<file path="config.mk">
export PLATFORM = sky130hd
export DESIGN_NAME = warp_dispatcher_flat
export DESIGN_NICKNAME = d
export VERILOG_FILES = /design/src/rtl/warp_dispatcher_if.sv /design/src/rtl/warp_dispatcher.sv /design/src/flat_wrapper.sv
export SDC_FILE = /design/constraint.sdc
export NUM_CORES = 1
export LEC_CHECK = 0
export BUFFER_PORTS_ARGS = -buffer_cell sky130_fd_sc_hd__buf_2
export CORE_MARGIN = 3
export CORE_UTILIZATION = 40
export CTS_CLUSTER_DIAMETER = 50
export DETAILED_ROUTE_END_ITERATION = 10
export HOLD_SLACK_MARGIN = 0.02
export PLACE_DENSITY = 0.72
export RECOVER_POWER = 50
export REMOVE_ABC_BUFFERS = 1
export SLEW_MARGIN = 40
export SYNTH_ARGS = -nofsm -noshare
export SYNTH_HDL_FRONTEND = slang
export SYNTH_SLANG_ARGS = --single-unit
</file>
<file path="constraint.sdc">
create_clock -name clk -period 2.95 [get_ports clk]
set_input_delay 0.1475 -clock clk [delete_from_list [all_inputs] [get_ports clk]]
set_output_delay 0.1475 -clock clk [all_outputs]
set_load 0.02 [all_outputs]
</file>
<file path="src/rtl/warp_dispatcher_if.sv">
// Warp dispatcher bus: launcher, yield, issue and circular_buffer sides in one bundle.
interface warp_dispatcher_if #(
    parameter int SIZE   = 8,
    parameter int WARP_W = 8
);
    localparam int CNT_W = $clog2(SIZE + 1);

    logic              launch_valid;
    logic [WARP_W-1:0] launch_warp;
    logic              launch_ready;
    logic              yield_valid;
    logic [WARP_W-1:0] yield_warp;
    logic              yield_ready;
    logic              issue_valid;
    logic [WARP_W-1:0] issue_warp;
    logic              issue_ready;
    logic              buf_push;
    logic              buf_pop;
    logic              buf_read;
    logic [WARP_W-1:0] buf_data_in;
    logic [WARP_W-1:0] buf_data_out;
    logic              buf_full;
    logic [CNT_W-1:0]  occupancy;

    modport master (
        input  launch_valid, launch_warp, yield_valid, yield_warp, issue_ready,
               buf_data_out, buf_full,
        output launch_ready, yield_ready, issue_valid, issue_warp,
               buf_push, buf_pop, buf_read, buf_data_in, occupancy
    );

    modport slave (
        output launch_valid, launch_warp, yield_valid, yield_warp, issue_ready,
               buf_data_out, buf_full,
        input  launch_ready, yield_ready, issue_valid, issue_warp,
               buf_push, buf_pop, buf_read, buf_data_in, occupancy
    );
endinterface

</file>
<file path="src/rtl/warp_dispatcher.sv">
// Sole master of a circular_buffer warp queue: pushes launched/yielded warps, issues the head.
// Optional DISPATCH_STATS_EN adds saturating issued_cnt / stall_cnt outputs.
module warp_dispatcher #(
    parameter int SIZE   = 8,
    parameter int WARP_W = 8
) (
    input  logic                 clk,
    input  logic                 rst,
    warp_dispatcher_if.master    bus
`ifdef DISPATCH_STATS_EN
    ,
    output logic [15:0]          issued_cnt,
    output logic [15:0]          stall_cnt
`endif
);
    localparam int CNT_W = $clog2(SIZE + 1);

    typedef enum logic [1:0] {S_IDLE, S_FETCH, S_WAIT, S_ISSUE} state_e;

    state_e            state_q, state_d;
    logic [CNT_W-1:0]  occ_q, occ_d;
    logic              run_q;
    logic              push_q;
    logic [WARP_W-1:0] push_data_q;
    logic [WARP_W-1:0] issue_warp_q;

    logic full, pop, yield_acc, launch_acc, accept;

    // run_q keeps both readies low while reset is asserted and for the first cycle after.
    assign full       = (occ_q == CNT_W'(SIZE)) || bus.buf_full;
    assign pop        = (state_q == S_ISSUE) && bus.issue_ready;
    assign bus.yield_ready  = run_q && !full && !pop;
    assign bus.launch_ready = run_q && !full && !pop && !bus.yield_valid;
    assign yield_acc  = bus.yield_valid && bus.yield_ready;
    assign launch_acc = bus.launch_valid && bus.launch_ready;
    assign accept     = yield_acc || launch_acc;

    assign bus.buf_push    = push_q;
    assign bus.buf_data_in = push_data_q;
    assign bus.buf_pop     = pop;
    assign bus.buf_read    = (state_q == S_FETCH);
    assign bus.issue_valid = (state_q == S_ISSUE);
    assign bus.issue_warp  = issue_warp_q;
    assign bus.occupancy   = occ_q;

    // Occupancy counts a word from its buf_push cycle; FETCH is at least one cycle later,
    // so the pushed word is already in the buffer when it is read.
    always_comb begin
        // NOTE: every always_comb output gets a default first so no path infers a latch.
        state_d = state_q;
        occ_d   = occ_q;
        unique case (state_q)
            S_IDLE:  if (occ_q != '0) state_d = S_FETCH;
            S_FETCH: state_d = S_WAIT;
            S_WAIT:  state_d = S_ISSUE;
            S_ISSUE: if (bus.issue_ready) state_d = S_IDLE;
            default: state_d = S_IDLE;
        endcase
        if (accept)   occ_d = occ_q + CNT_W'(1);
        else if (pop) occ_d = occ_q - CNT_W'(1);
    end

    // NOTE: state registers use non-blocking assignments so all flops update together.
    always_ff @(posedge clk or negedge rst) begin
        if (!rst) begin
            state_q      <= S_IDLE;
            occ_q        <= '0;
            run_q        <= 1'b0;
            push_q       <= 1'b0;
            push_data_q  <= '0;
            issue_warp_q <= '0;
        end else begin
            state_q <= state_d;
            occ_q   <= occ_d;
            run_q   <= 1'b1;
            push_q  <= accept;
            if (accept) push_data_q <= yield_acc ? bus.yield_warp : bus.launch_warp;
            if (state_q == S_WAIT) issue_warp_q <= bus.buf_data_out;
        end
    end

`ifdef DISPATCH_STATS_EN
    always_ff @(posedge clk or negedge rst) begin
        if (!rst) begin
            issued_cnt <= '0;
            stall_cnt  <= '0;
        end else begin
            if (pop && issued_cnt != 16'hFFFF) issued_cnt <= issued_cnt + 16'd1;
            if (bus.issue_valid && !bus.issue_ready && stall_cnt != 16'hFFFF)
                stall_cnt <= stall_cnt + 16'd1;
        end
    end
`endif
endmodule
</file>
<file path="src/flat_wrapper.sv">
// flat-port wrapper written by rule: the top's interface ports become plain ports
module warp_dispatcher_flat 
#(
    parameter int SIZE   = 8,
    parameter int WARP_W = 8
)
  (clk, rst, bus_launch_valid, bus_launch_warp, bus_yield_valid, bus_yield_warp, bus_issue_ready, bus_buf_data_out, bus_buf_full, bus_launch_ready, bus_yield_ready, bus_issue_valid, bus_issue_warp, bus_buf_push, bus_buf_pop, bus_buf_read, bus_buf_data_in, bus_occupancy);
  warp_dispatcher_if #(.SIZE(SIZE), .WARP_W(WARP_W)) bus_i ();
  input  logic clk;
  input  logic rst;
  input wire logic [$bits(bus_i.launch_valid)-1:0] bus_launch_valid;
  input wire logic [$bits(bus_i.launch_warp)-1:0] bus_launch_warp;
  input wire logic [$bits(bus_i.yield_valid)-1:0] bus_yield_valid;
  input wire logic [$bits(bus_i.yield_warp)-1:0] bus_yield_warp;
  input wire logic [$bits(bus_i.issue_ready)-1:0] bus_issue_ready;
  input wire logic [$bits(bus_i.buf_data_out)-1:0] bus_buf_data_out;
  input wire logic [$bits(bus_i.buf_full)-1:0] bus_buf_full;
  output wire logic [$bits(bus_i.launch_ready)-1:0] bus_launch_ready;
  output wire logic [$bits(bus_i.yield_ready)-1:0] bus_yield_ready;
  output wire logic [$bits(bus_i.issue_valid)-1:0] bus_issue_valid;
  output wire logic [$bits(bus_i.issue_warp)-1:0] bus_issue_warp;
  output wire logic [$bits(bus_i.buf_push)-1:0] bus_buf_push;
  output wire logic [$bits(bus_i.buf_pop)-1:0] bus_buf_pop;
  output wire logic [$bits(bus_i.buf_read)-1:0] bus_buf_read;
  output wire logic [$bits(bus_i.buf_data_in)-1:0] bus_buf_data_in;
  output wire logic [$bits(bus_i.occupancy)-1:0] bus_occupancy;
  assign bus_i.launch_valid = bus_launch_valid;
  assign bus_i.launch_warp = bus_launch_warp;
  assign bus_i.yield_valid = bus_yield_valid;
  assign bus_i.yield_warp = bus_yield_warp;
  assign bus_i.issue_ready = bus_issue_ready;
  assign bus_i.buf_data_out = bus_buf_data_out;
  assign bus_i.buf_full = bus_buf_full;
  assign bus_launch_ready = bus_i.launch_ready;
  assign bus_yield_ready = bus_i.yield_ready;
  assign bus_issue_valid = bus_i.issue_valid;
  assign bus_issue_warp = bus_i.issue_warp;
  assign bus_buf_push = bus_i.buf_push;
  assign bus_buf_pop = bus_i.buf_pop;
  assign bus_buf_read = bus_i.buf_read;
  assign bus_buf_data_in = bus_i.buf_data_in;
  assign bus_occupancy = bus_i.occupancy;
  warp_dispatcher #(.SIZE(SIZE), .WARP_W(WARP_W)) u_core (.clk(clk), .rst(rst), .bus(bus_i));
endmodule
</file>
==> impl_metrics.csv, run 1 <==
group,metric,value,unit
synthesis,syn_area,1180,um^2
route,routed_wl,2690,um
grt,gr-total-overflow,0,
grt,antenna_found_initial,0,
grt,grt_usage,0.155,
critical_path,timing.rr.end,"u_core.bus.occupancy[2]",
placement,io_buffers,55,
die,pin_count,56,
critical_path,reg2reg_from,"u_core.bus.occupancy[0]",
placement,pre_cts_slack,0.711,ns
power,leakagePower,0.733,nW
grt,grt_pass1_vias,1022,
timing,hold_violations,0,
worst_hold_path,hold_class,"primary input to flop",
timing,period_share,0.769,
critical_path,crit_required,3.16,ns
critical_path,endpoint_kind,"flop",
finish,insertedDiodeCount,0,
synthesis,synthSimpleGateAreaFrac,0.165,
finish,area_growth,27.9,%
job,drv_cap,0,
timing,slew_headroom,0.119,
synthesis,synth_top_family_by_area,"simple AND/OR/NAND/NOR gates",
route,first_pass_iters,4,
clocking,cts_resized,0,
timing,finClkSkew,0.00784,ns
finish,layout-drive-gt1-share,0.366,
route,route.vias.total,1057,
clocking,cts_tree,"built",
synthesis,synth.area.mux_share,0.0855,
timing,setup_slack,0.683,ns
die,die-area,3650,um^2
clocking,max-clock-path-buffers,2,
die,core,2780,um^2
synthesis,synth-seq-area-share,0.507,
clocking,htreeDepth,1,
timing,finalSetupTns,0,ns
die,std_cell_rows,19,
power,p_total,1.61,mW
timing,drv_slew,0,
route,ant_nets,0,
placement,gp_congestion,0.856,
synthesis,ys_warn_count,0,
die,start_util,0.426,
critical_path,crit_type,"flop to flop",
timing,period_minus_slack,2.27,ns
clocking,cts_sinks,24,
critical_path,reg2reg_depth,8,
die,fp.dieH,60.4,um
timing,fmax,0.441,GHz
synthesis,post_synth_num_cell_types,23,
placement,dpl.hpwl,2060,um
route,drt_iter0_drc,95,
route,viasPerCell,5.42,
critical_path,r2r_slack,0.68,ns
die,die_x,60.4,um
clocking,cts_root_buf,"clkbuf_4",
power,power_density,1070,nW/um^2
synthesis,ys_ff_latch,24,
worst_hold_path,hold_path.startpoint,"bus_buf_data_out[1]",
synthesis,synthAdderAreaFrac,0.0634,
route,avgRoutedWirePerCell,13.8,um
synthesis,synth_compound_area_frac,0.100,
critical_path,arrival,2.48,ns
worst_hold_path,hold_end,"u_core.bus.issue_warp[1]",
clocking,clk_latency,0.32,ns
clocking,cts_buffers,3,
clocking,post_cts_buffers,0,
grt,grt_max_degree,25,
timing,grt_setup_unrepaired,"false",
timing,setup_viol,0,
finish,fin_nets,201,
power,irDropWorstVdd,0.610,mV
grt,grt_pass1_wl,4330,um
synthesis,synth_xor_xnor_area_share,0.0296,
critical_path,worstPathMaxFanout,11,
timing,worst_pin_slew,1.32,ns
worst_hold_path,min_path_cells,2,
synthesis,syn_avg_cell_area,10.9,um^2
critical_path,crit_path_start_kind,"flop",
run_status,status,"finished, final reports clean",
synthesis,syn_inst,109,
route,drc_errors,0,
clocking,clk_pin_slew,0.14,ns
[flip-flops by register name, summed over array words and instances, names as in the netlist]
| register | count |
|---|---|
| u_core.bus.occupancy | 4 |
| u_core.bus.buf_push | 1 |
| u_core.run_q | 1 |
| u_core.state_q | 2 |
| u_core.bus.buf_data_in | 8 |
| u_core.bus.issue_warp | 8 |
[worst max-delay path by stage]
stage                                 start  cells past startpoint                 endpoint
floorplan           u_core.bus.occupancy[2]                      8  u_core.bus.occupancy[2]
global placement    u_core.bus.occupancy[0]                      8  u_core.bus.occupancy[2]
detailed placement  u_core.bus.occupancy[0]                      8  u_core.bus.occupancy[2]
CTS                 u_core.bus.occupancy[0]                      8  u_core.bus.occupancy[2]
global route        u_core.bus.occupancy[0]                      8  u_core.bus.occupancy[2]
finish              u_core.bus.occupancy[0]                      8  u_core.bus.occupancy[2]
[what timing repair did]
action / CTS / global route
hold endpoints to repair: 24 / 0
hold buffers: 1 / 0
endpoints found under the setup margin: 0 / 0
[layer usage]
metal / track usage / part of all wire / up-vias / routed length, um
li1: - / - / 500 / -
met1: 0.178 / 0.40 / 503 / 1080
met2: 0.282 / 0.48 / 54 / 1300
met3: 0.0574 / 0.12 / 0 / 319
met4: 0.0186 / 0 / 0 / 0
met5: 0 / 0 / - / 0
[critical path, stage by stage, from the launching register on]
cell and delay, ns:
dfrtp_1 0.48, or4b_4 0.55, nand3_2 0.24, nor2_1 0.10, xnor2_1 0.17, ha_1 0.20
nor3_1 0.20, a31oi_1 0.08, xnor2_1 0.13
[power by group]
| group | internal (mW) | switching, mW |
|---|---|---|
| combinational | 0.295 | 0.466 |
| sequential | 0.488 | 0.126 |
| clock | 0.137 | 0.101 |
| total | 0.921 | 0.694 |
[cell usage after synthesis, drive strengths merged]
library cell	number	area (um^2)
a31oi	2	12.5
buf	4	26.3
nor3	2	10.0
ha	6	75.1
nand3	19	100
mux2	9	101
xnor2	4	35.0
a32oi	9	86.3
nand2	11	41.3
o21ai	4	20.0
or4b	1	13.8
nor2	3	11.3
nor2b	2	12.5
or2	1	6.26
conb	1	3.75
dfrtp	24	601
clkbuf	1	3.75
inv	6	25.0
[per-stage QoR]
| stage | std cells | area [um^2] | utilization | hold slack, ns |
|---|---|---|---|---|
| floorplan | 104 | 1150 | - | -0.148 |
| global placement | 190 | 1470 | 0.528 | 0.153 |
| CTS | 195 | 1530 | 0.551 | 0.0278 |
| detailed placement | 190 | 1470 | 0.528 | 0.170 |
| finish | 195 | 1520 | 0.545 | 0.0472 |
| global route | 195 | 1520 | 0.545 | 0.0250 |
[cell type report]
class	instances	area (um^2)
clock buffers	3	22.5
clock inverters	1	30.0
fillers	255	1270
inverters	6	25.0
multi-input cells	74	529
flip-flops and latches	24	601
well taps	31	38.8
repair buffers	56	269
[cells by family after synthesis]
| logic type | Yosys count |
|---|---|
| flip-flops | 24 |
| XOR/XNOR | 4 |
| AO/OA/AOI/OAI | 15 |
| buffers and inverters | 11 |
| multiplexers | 9 |
| AND/OR/NAND/NOR | 39 |
| other | 1 |
| adder cells (fa/ha/maj) | 6 |
[layout by cell type, fill, tap and decap left out, types with 2 or more instances in the layout]
cell type and n:
a31oi_1 2, inv_1 5, a32oi_1 8, ha_1 6, nor3_1 2, nor2_1 3, clkbuf_4 3, buf_2 42
xnor2_1 4, nand3_1 18, mux2_2 9, clkbuf_1 13, dfrtp_1 24, nand2_1 11, nor2b_1 2, o21ai_0 4
No activity file was read; power rests on OpenSTA's default activity.
==> inputs of run 2 (changes only) <==
PLACE_DENSITY = 0.75   (was 0.72)
clock period = 1.9 ns   (was 2.95 ns; I/O delays follow)
==> impl_metrics.csv, run 2 (synthesis gave the netlist of run 1 again) <==
group,metric,value,unit
die,core,2780,um^2
power,irDropWorstVdd,1.18,mV
timing,setup_viol,0,
timing,period_minus_slack,1.89,ns
route,drc_errors,0,
worst_hold_path,min_path_cells,3,
worst_hold_path,hold_class,"primary input to flop",
placement,dpl.hpwl,2200,um
critical_path,reg2reg_from,"u_core.bus.occupancy[0]",
route,first_pass_iters,4,
clocking,cts_sinks,24,
timing,hold_violations,0,
finish,fin_nets,214,
timing,finClkSkew,0.00273,ns
finish,insertedDiodeCount,0,
placement,io_buffers,55,
power,leakagePower,0.788,nW
die,die-area,3650,um^2
die,start_util,0.426,
critical_path,crit_required,2.09,ns
run_status,status,"finished, final reports clean",
clocking,clk_pin_slew,0.12,ns
power,p_total,2.53,mW
timing,slew_headroom,0.155,
finish,final_cell_mix,"buf_2, dfrtp_1, nand3_1",
critical_path,reg2reg_depth,8,
critical_path,crit_path_start_kind,"flop",
timing,worst_pin_slew,1.27,ns
critical_path,crit_slowest_cell,"or4b_4",
power,power_density,1520,nW/um^2
worst_hold_path,hold_end,"u_core.bus.buf_data_in[6]",
route,ant_nets,0,
critical_path,endpoint_kind,"flop",
critical_path,timing.rr.end,"u_core.bus.occupancy[2]",
critical_path,cp_slowest_stage_delay,0.57,ns
placement,placed_cell_area,1510,um^2
critical_path,worstPathMaxFanout,2,
route,viasPerCell,5.23,
route,drt_iter0_drc,39,
timing,fmax,0.530,GHz
finish,layout-drive-gt1-share,0.398,
die,pin_count,56,
clocking,post_cts_buffers,0,
critical_path,crit_type,"flop to flop",
clocking,cts_root_buf,"clkbuf_4",
timing,drv_slew,0,
finish,layout_commonest_cell,"buf_2",
route,route.vias.total,1083,
clocking,max-clock-path-buffers,2,
clocking,htreeDepth,1,
route,routed_wl,2960,um
worst_hold_path,hold_path.startpoint,"bus_yield_warp[6]",
finish,final_util,0.596,
die,fp.dieH,60.4,um
clocking,cts_buffers,3,
critical_path,crit_chain,"or4b_4 -> nand3_4 -> nor2_4 -> xnor2_2 -> ha_4 -> nor3_4 -> a31oi_1 -> xnor2_1",
finish,area_growth,40.0,%
timing,finalSetupTns,0,ns
grt,grt_pass1_vias,1064,
grt,antenna_found_initial,0,
placement,gp_congestion,0.818,
timing,grt_setup_unrepaired,"true",
route,avgRoutedWirePerCell,14.3,um
grt,grt_max_degree,25,
grt,grt_pass1_wl,4530,um
grt,grt_usage,0.164,
clocking,cts_tree,"built",
job,drv_cap,0,
die,die_x,60.4,um
critical_path,critPathLaunch,"u_core.bus.occupancy[0]",
grt,gr-total-overflow,0,
finish,fillers,246,
critical_path,arrival,2.08,ns
clocking,clk_latency,0.30,ns
die,std_cell_rows,19,
finish,fin_area,1660,um^2
timing,period_share,0.993,
critical_path,r2r_slack,0.01,ns
## run 2: final cells by class
class                      count  area, um^2  share of cell area
clock buffer                   3        22.5              0.0136
timing repair buffer          69         392               0.236
inverter                       6        27.5              0.0166
tap                           31        38.8              0.0234
multi-input combinational     74         578               0.348
sequential                    24         601               0.362
## run 2: layer usage
| metal | wire (um) | global-route usage | up-vias | part of all wire |
|---|---|---|---|---|
| met5 | 0 | 0 | - | 0 |
| met4 | 15 | 0.0557 | 0 | 0.0051 |
| met3 | 206 | 0.0255 | 2 | 0.070 |
| met2 | 1590 | 0.326 | 37 | 0.54 |
| met1 | 1140 | 0.174 | 517 | 0.39 |
| li1 | - | - | 527 | - |
## run 2: how the worst max path moves through the flow
stage                              end  slack (ns)  cells after the start
6_report       u_core.bus.occupancy[2]        0.01                      8
5_1_grt        u_core.bus.occupancy[2]       -0.05                      8
4_1_cts                bus_yield_ready       -0.02                      5
3_5_place_dp   u_core.bus.occupancy[2]       -0.03                      8
3_3_place_gp   u_core.bus.occupancy[2]        0.06                      8
2_1_floorplan  u_core.bus.occupancy[2]       -0.23                      8
## run 2: stage by stage
step	setup WS, ns	hold slack (ns)	std cells
after floorplan	-0.233	-0.201	104
after global placement	0.0634	0.100	195
after detailed placement	-0.0270	0.106	195
after CTS	-0.0228	0.0291	207
after global routing	-0.0486	0.0347	207
final	0.0127	0.0388	207
## run 2: worst max-delay path, delay by kind of cell (launching register included)
kind            cells  cell delay, ns
fa+ha+maj           1            0.17
compound gates      1            0.06
simple gates        4            0.86
flops               1            0.39
xor+xnor            2            0.29
## run 2: what timing repair did
item | 4_1_cts | 5_1_grt
endpoints found under the setup margin | 3 | 4
endpoints found under the hold margin | 32 | 0
hold buffers | 9 | 0
pin swaps | 5 | 5
gates resized for setup | 2 | 9
## run 2: power breakdown
group          switching, mW  internal, mW
registers              0.160         0.759
logic                  0.838         0.564
clock network          0.135        0.0739
total                   1.13          1.40
